File: src/rtl/mem_arbiter.sv
// Two-requester (CPU, DMA) arbiter in front of a single-port shared memory.
// Optional macro ARB_ROUND_ROBIN_EN: ties alternate between requesters instead of always going to the CPU.
module mem_arbiter #(
    parameter int unsigned DataWidth    = 16,
    parameter int unsigned AddrWidth    = 8,
    parameter int unsigned AccessCycles = 1
) (
    input  logic                 Clk,
    input  logic                 Reset,
    input  logic                 cpu_req,
    input  logic                 cpu_wr,
    input  logic [AddrWidth-1:0] cpu_addr,
    input  logic [DataWidth-1:0] cpu_wdata,
    output logic                 cpu_ack,
    output logic [DataWidth-1:0] cpu_rdata,
    input  logic                 dma_req,
    input  logic                 dma_wr,
    input  logic [AddrWidth-1:0] dma_addr,
    input  logic [DataWidth-1:0] dma_wdata,
    output logic                 dma_ack,
    output logic [DataWidth-1:0] dma_rdata,
    output logic [AddrWidth-1:0] mem_addr,
    output logic [DataWidth-1:0] mem_wdata,
    output logic                 mem_wr,
    input  logic [DataWidth-1:0] mem_rdata,
    output logic                 busy
);

    typedef enum logic [1:0] {
        S_Idle = 2'd0,
        S_Cpu  = 2'd1,
        S_Dma  = 2'd2
    } state_e;

    localparam logic [3:0] CntLoad = 4'(AccessCycles - 1);

    state_e               state_q, state_d;
    logic [3:0]           cnt_q, cnt_d;
    logic                 wr_q, wr_d;
    logic [AddrWidth-1:0] addr_q, addr_d;
    logic [DataWidth-1:0] wdata_q, wdata_d;
    logic                 cpu_ack_q, cpu_ack_d;
    logic                 dma_ack_q, dma_ack_d;
    logic [DataWidth-1:0] cpu_rdata_q, cpu_rdata_d;
    logic [DataWidth-1:0] dma_rdata_q, dma_rdata_d;
    logic                 grant_cpu;

`ifdef ARB_ROUND_ROBIN_EN
    logic last_dma_q, last_dma_d;

    // On a tie the CPU wins only if the DMA was the last one served.
    assign grant_cpu = cpu_req && (!dma_req || last_dma_q);
`else
    assign grant_cpu = cpu_req;
`endif

    always_comb begin
        // NOTE: every _d takes its hold value first so no path through this block infers a latch.
        state_d     = state_q;
        cnt_d       = cnt_q;
        wr_d        = wr_q;
        addr_d      = addr_q;
        wdata_d     = wdata_q;
        cpu_ack_d   = 1'b0;
        dma_ack_d   = 1'b0;
        cpu_rdata_d = cpu_rdata_q;
        dma_rdata_d = dma_rdata_q;
`ifdef ARB_ROUND_ROBIN_EN
        last_dma_d  = last_dma_q;
`endif
        case (state_q)
            S_Idle: begin
                if (grant_cpu) begin
                    state_d = S_Cpu;
                    cnt_d   = CntLoad;
                    wr_d    = cpu_wr;
                    addr_d  = cpu_addr;
                    wdata_d = cpu_wdata;
`ifdef ARB_ROUND_ROBIN_EN
                    last_dma_d = 1'b0;
`endif
                end else if (dma_req) begin
                    state_d = S_Dma;
                    cnt_d   = CntLoad;
                    wr_d    = dma_wr;
                    addr_d  = dma_addr;
                    wdata_d = dma_wdata;
`ifdef ARB_ROUND_ROBIN_EN
                    last_dma_d = 1'b1;
`endif
                end
            end
            S_Cpu, S_Dma: begin
                // Last access cycle: ack and read data are registered so they appear with the return to idle.
                if (cnt_q == 4'd0) begin
                    state_d = S_Idle;
                    if (state_q == S_Cpu) begin
                        cpu_ack_d = 1'b1;
                        if (!wr_q) cpu_rdata_d = mem_rdata;
                    end else begin
                        dma_ack_d = 1'b1;
                        if (!wr_q) dma_rdata_d = mem_rdata;
                    end
                end else begin
                    cnt_d = cnt_q - 4'd1;
                end
            end
            default: state_d = S_Idle;
        endcase
    end

    always_ff @(posedge Clk) begin
        if (Reset) begin
            state_q     <= S_Idle;
            cnt_q       <= 4'd0;
            wr_q        <= 1'b0;
            addr_q      <= '0;
            wdata_q     <= '0;
            cpu_ack_q   <= 1'b0;
            dma_ack_q   <= 1'b0;
            cpu_rdata_q <= '0;
            dma_rdata_q <= '0;
`ifdef ARB_ROUND_ROBIN_EN
            last_dma_q  <= 1'b1;
`endif
        end else begin
            // NOTE: non-blocking so every register samples the pre-edge value of every other one.
            state_q     <= state_d;
            cnt_q       <= cnt_d;
            wr_q        <= wr_d;
            addr_q      <= addr_d;
            wdata_q     <= wdata_d;
            cpu_ack_q   <= cpu_ack_d;
            dma_ack_q   <= dma_ack_d;
            cpu_rdata_q <= cpu_rdata_d;
            dma_rdata_q <= dma_rdata_d;
`ifdef ARB_ROUND_ROBIN_EN
            last_dma_q  <= last_dma_d;
`endif
        end
    end

    // The latched address/data only change on a grant, so they also hold the last values while idle.
    assign busy      = (state_q != S_Idle);
    assign mem_wr    = busy && wr_q;
    assign mem_addr  = addr_q;
    assign mem_wdata = wdata_q;
    assign cpu_ack   = cpu_ack_q;
    assign dma_ack   = dma_ack_q;
    assign cpu_rdata = cpu_rdata_q;
    assign dma_rdata = dma_rdata_q;

endmodule

File: config.mk
export PLATFORM = sky130hd
export DESIGN_NAME = mem_arbiter
export DESIGN_NICKNAME = d
export VERILOG_FILES = /design/src/rtl/mem_arbiter.sv
export SDC_FILE = /design/constraint.sdc
export NUM_CORES = 1
export LEC_CHECK = 0
export CORE_ASPECT_RATIO = 0.7
export CORE_MARGIN = 4
export CORE_UTILIZATION = 45
export DETAILED_ROUTE_END_ITERATION = 10
export PLACE_DENSITY = 0.94
export SETUP_SLACK_MARGIN = 0.1
export SYNTH_ARGS = -nofsm -noshare
export SYNTH_HDL_FRONTEND = slang
export SYNTH_SLANG_ARGS = --single-unit
File: constraint.sdc
create_clock -name Clk -period 4.7 [get_ports Clk]
set_input_delay 1.175 -clock Clk [delete_from_list [all_inputs] [get_ports Clk]]
set_output_delay 1.175 -clock Clk [all_outputs]
set_load 0.01 [all_outputs]
## After elaboration in Yosys (flattened, before gate mapping)

Cells that the tools add are included.
W data, S select, Z words.

| word-level totals | value |
|---|---|
| register bits after elaboration | 65 |
| input bits | 70 |
| output and inout bits | 60 |
| word-level logic and storage cells | 48 |

| operators by class | value |
|---|---|
| eq/ne operators | 5 |
| bitwise gates (word level) | 4 |
| reduce and logical (&&, ||, !) cells | 13 |
| $add $sub $neg | 1 |
| muxes and demuxes | 16 |

Operator list:

| operator | number |
|---|---|
| $mux W16 | 2 |
| $mux W8 | 2 |
| $mux W4 | 3 |
| $pmux W4 S2 | 1 |
| $reduce_and A4 Y1 | 2 |
| $mux W2 | 3 |
| $reduce_bool A2 Y1 | 3 |
| $logic_not A4 Y1 | 1 |
| $mux W1 | 4 |
| $ne A2 B2 Y1 const B | 2 |
| $not A1 Y1 | 4 |
| $pmux W2 S2 | 1 |
| $reduce_and A2 Y1 | 2 |
| $sub A4 B1 Y4 const B | 1 |
| $ne A3 B3 Y1 const B | 1 |
| $reduce_and A3 Y1 | 1 |
| $reduce_or A3 Y1 | 1 |
| $eq A2 B1 Y1 const B | 1 |
| $eq A2 B2 Y1 const B | 1 |
| $logic_not A2 Y1 | 1 |
| $reduce_or A2 Y1 | 1 |
| $logic_and A1 B1 Y1 | 1 |

## Longest topological paths before layout

| logic depth | value |
|---|---|
| depth in word-level cells | 4 |
| gate-level depth with buffers | 7 |
| gate-level depth less buffers | 5 |

## Worst setup path after synthesis

Ideal clock, no wire load.

| timing | value |
|---|---|
| path kind | input port to flip-flop |
| start | input port cpu_req |
| end | register cnt_q[0] |
| path slack | 2.674 ns |
| buffers on the path | 1 |
| stages on the path | 4 |
| data arrival time | 1.941 ns |
| data required time | 4.614 ns |
| setup time | 0.086 ns |
| cell sequence | buf_4 o21ai_0 a21boi_0 a211oi_1 |

| on the way | value |
|---|---|
| cells in the longest elaborated chain, start to end | 2 |
| elaborated cells between the ends (all ways) | 4 |
| those cells by class | 1 x eq/ne; 2 x mux; 1 x reduce/logical |

RTL lines:

| element | line | text |
|---|---|---|
| from (decl) | 10 | `input logic cpu_req,` |
| $ne A3 B3 Y1 (no line) / $mux W4 (equally long branches) | -- |  |
| $reduce_and A3 Y1 (no line) / $pmux W4 S2 (equally long branches) | -- |  |
| to (signal assigned) | 129 | `cnt_q <= cnt_d;` |
| to (decl) | 38 | `logic [3:0] cnt_q, cnt_d;` |

Parallel ways exist; a longest one is shown, timed or not.
A chain may end at the register's enable or synchronous reset.

## Final worst setup path

| timing | value |
|---|---|
| start | register state_q[0] |
| end | output port busy |

| on the way | value |
|---|---|
| cells in the longest elaborated chain, start to end | 1 |

RTL lines:

| element | line | text |
|---|---|---|
| from (decl) | 37 | `state_e state_q, state_d;` |
| from (signal assigned) | 114 | `state_q <= S_Idle;` |
| from (signal assigned) | 128 | `state_q <= state_d;` |
| $reduce_bool A2 Y1 | 144 | `assign busy = (state_q != S_Idle);` |
| to (decl) | 26 | `output logic busy` |

Every way passes these cells.

==> flow_metrics.env <==
export IMPL_setup_tns_ps=0
export IMPL_finalHoldViolCount=0
export IMPL_seqPwrFrac=0.430
export IMPL_post_route_drc_count=0
export IMPL_period_needed_ps=2960
export IMPL_setup_violations=0
export IMPL_n_antenna_cell=0
export IMPL_antenna_found_initial=0
export IMPL_critical_path_slowest_cell="clkdlybuf4s50_1"
export IMPL_fin_util=0.703
export IMPL_cts_max_level=3
export IMPL_min_path_type="flop to flop"
export IMPL_synth_most_common_cell="dfxtp_1"
export IMPL_die_x_um=104
export IMPL_drive_above_1_share=0.0579
export IMPL_wire_per_inst_um=15.8
export IMPL_final_cells=510
export IMPL_clk_pin_slew_ps=80
export IMPL_cp_cell_sequence="inv_1, ha_1, inv_1, clkdlybuf4s50_1"
export IMPL_async_flop_share=0
export IMPL_cp_arrival_ps=1790
export IMPL_cts_buffers=9
export IMPL_critPathRequiredTime_ps=3520
export IMPL_grt_use_total=0.203
export IMPL_synth_sequential_area_ratio=0.444
export IMPL_grt_first_pass_wirelength_um=12800
export IMPL_p_switching_w=0.000401
export IMPL_fmax_ghz=0.338
export IMPL_wl_um=8060
export IMPL_post_dp_hpwl_um=6050
export IMPL_ys_types=37
export IMPL_die_area_um2=7880
export IMPL_fin_worst_skew_ps=9.60
export IMPL_cellPowerDensity_nw_per_um2=330
export IMPL_crit_path_end_kind="output pin"
export IMPL_grt_pass1_vias=2686
export IMPL_syn_nets=383
export IMPL_cts_setup_buffers=0
export IMPL_num_vias=2692
export IMPL_final_max_slew_viol_count=0
export IMPL_rows=24
export IMPL_synth_top_flop_cell="dfxtp_1"
export IMPL_cts_sinks=65
export IMPL_synth_area_um2=2930
export IMPL_ant_nets=0
export IMPL_max_vdd_ir_drop_uv=209
export IMPL_portBuffers=129
export IMPL_grt_start_max_net_pins=51
export IMPL_drt_iter0_drc=70
export IMPL_p_leak_nw=1.63
export IMPL_p_sw_frac=0.275
export IMPL_rsz0062_at_grt="no"
export IMPL_synth_top_cell_area_share=0.444
export IMPL_initial_core_util=0.467
export IMPL_hold_ws_ps=475
export IMPL_clk_path_buf_depth=2
export IMPL_num_fill_cells=476
export IMPL_io_pins=130
export IMPL_syn_area_per_cell_um2=9.48
export IMPL_cp_top_family="buffers and inverters"
export IMPL_finalCritPeriodShare=0.630
export IMPL_synth_common_cells="dfxtp_1, mux2i_1, nand2b_1"
export IMPL_cts_resized=0
export IMPL_core_area_um2=6280
export IMPL_area_delta_synth_final_pct=50.6
export IMPL_p_comb_frac=0.239
export IMPL_overflow=0
export IMPL_maxCapViolCount=0
export IMPL_root_buffer="clkbuf_8"
export IMPL_synth_edf_count=0
export IMPL_path_class="flop to output pin"
export IMPL_drtPass1Iterations=4
export IMPL_cp_common_cell="inv_1"
export IMPL_chipHeight_um=75.5
export IMPL_cts_tree="yes"
export IMPL_yosys_top_cells_area="dfxtp_1, mux2i_1, nand2b_1"
export IMPL_ys_ff_latch=65
export IMPL_syn_inst=309
export IMPL_crit_path_max_fanout=8
export IMPL_yosysTopAreaCell="dfxtp_1"
export IMPL_path_buf_inv=3
export IMPL_clockPowerShare=0.330
export IMPL_tightestPinTransition_ps=1200
export IMPL_p_int_w=0.00105
export IMPL_ys_warn_count=0
export IMPL_crit_path_start_kind="flop"
export IMPL_dp_cells=494
export IMPL_critPathMaxStageDelay_ps=570
export IMPL_place_congestion=0.816
export IMPL_final_nets=501
export IMPL_status="finished, final reports clean"
export IMPL_insertion_delay_ps=340
export IMPL_hold_buffers=0
export IMPL_viasPerCell=5.28
export IMPL_slew_headroom=0.199
[registers in the layout, indices dropped and copies added, names as in the netlist]
| register | count |
|---|---|
| cnt_q | 4 |
| wr_q | 1 |
| mem_addr | 8 |
| state_q | 2 |
| dma_ack | 1 |
| mem_wdata | 16 |
| dma_rdata | 16 |
| cpu_ack | 1 |
| cpu_rdata | 16 |
[layout make-up]
type,instances,area [um2],share of cell area
clock buffer,10,138,0.0312
clock inverter,6,67.6,0.0153
inverter,6,22.5,0.00510
multi-input combinational,213,1480,0.335
sequential,65,1300,0.295
tap,78,97.6,0.0221
timing repair buffer,132,1310,0.297
[layout by cell type (no fill, tap or decap), types with 2 or more instances in the layout]
cell type          n
a2bb2oi_1          3
a21oi_1           16
dfxtp_1           65
clkinvlp_4         2
clkdlybuf4s50_1  128
o21ai_0           19
mux2i_1           41
nand2b_1          35
ha_1               4
clkbuf_8          10
or4_1              2
nor3b_1            2
a31oi_1            2
inv_1              6
nor2_1            27
buf_4              3
clkinv_4           2
nand3_1           17
a211oi_1          27
nor2b_1            2
[power by group through the flow]
stage | registers (W) | clock network (W) | logic [W]
2_1_floorplan | 0.000658 | 0 | 0.000145
3_3_place_gp | 0.000637 | 0 | 0.000338
3_5_place_dp | 0.000639 | 0 | 0.000349
4_1_cts | 0.000626 | 0.000492 | 0.000351
5_1_grt | 0.000632 | 0.000517 | 0.000377
6_report | 0.000626 | 0.000481 | 0.000348
[final timing paths]
path,startpoint,to,slack (ps),cells after the start
max,state_q[0],busy,1740,4
min,dma_rdata[14],dma_rdata[14],480,2
max reg2reg,state_q[0],dma_rdata[5],2390,5
min reg2reg,dma_rdata[14],dma_rdata[14],480,2
[layer usage]
| layer | part of all wire | GRT usage | wire length [um] |
|---|---|---|---|
| met5 | 0 | 0 | 0 |
| met4 | 0.013 | 0.0619 | 108 |
| met3 | 0.038 | 0.0601 | 309 |
| met2 | 0.52 | 0.364 | 4190 |
| met1 | 0.43 | 0.240 | 3450 |
[through the flow]
step	setup slack, ps	total power, W	area, um2
6_report	1740	0.00146	4410
5_1_grt	1610	0.00153	4410
4_1_cts	1730	0.00147	4410
3_5_place_dp	1940	0.000987	4210
3_3_place_gp	2060	0.000975	4210
2_1_floorplan	2670	0.000803	2930
[tightest hold or removal path: stages (launching register included)]
cell      delay (ps)
dfxtp_1          310
nand2b_1          60
mux2i_1           60
[cells by family (layout without fill, tap and decap cells)]
| family | count (synthesis) | in the layout | synth area share |
|---|---|---|---|
| muxes | 41 | 41 | 0.140 |
| DFF | 65 | 65 | 0.444 |
| buffers and inverters | 31 | 154 | 0.0517 |
| adders and majority gates | 4 | 4 | 0.0171 |
| AOI/OAI and AO/OA | 72 | 72 | 0.156 |
| and+or+nand+nor | 96 | 96 | 0.191 |
No activity file was read; power rests on OpenSTA's default activity.
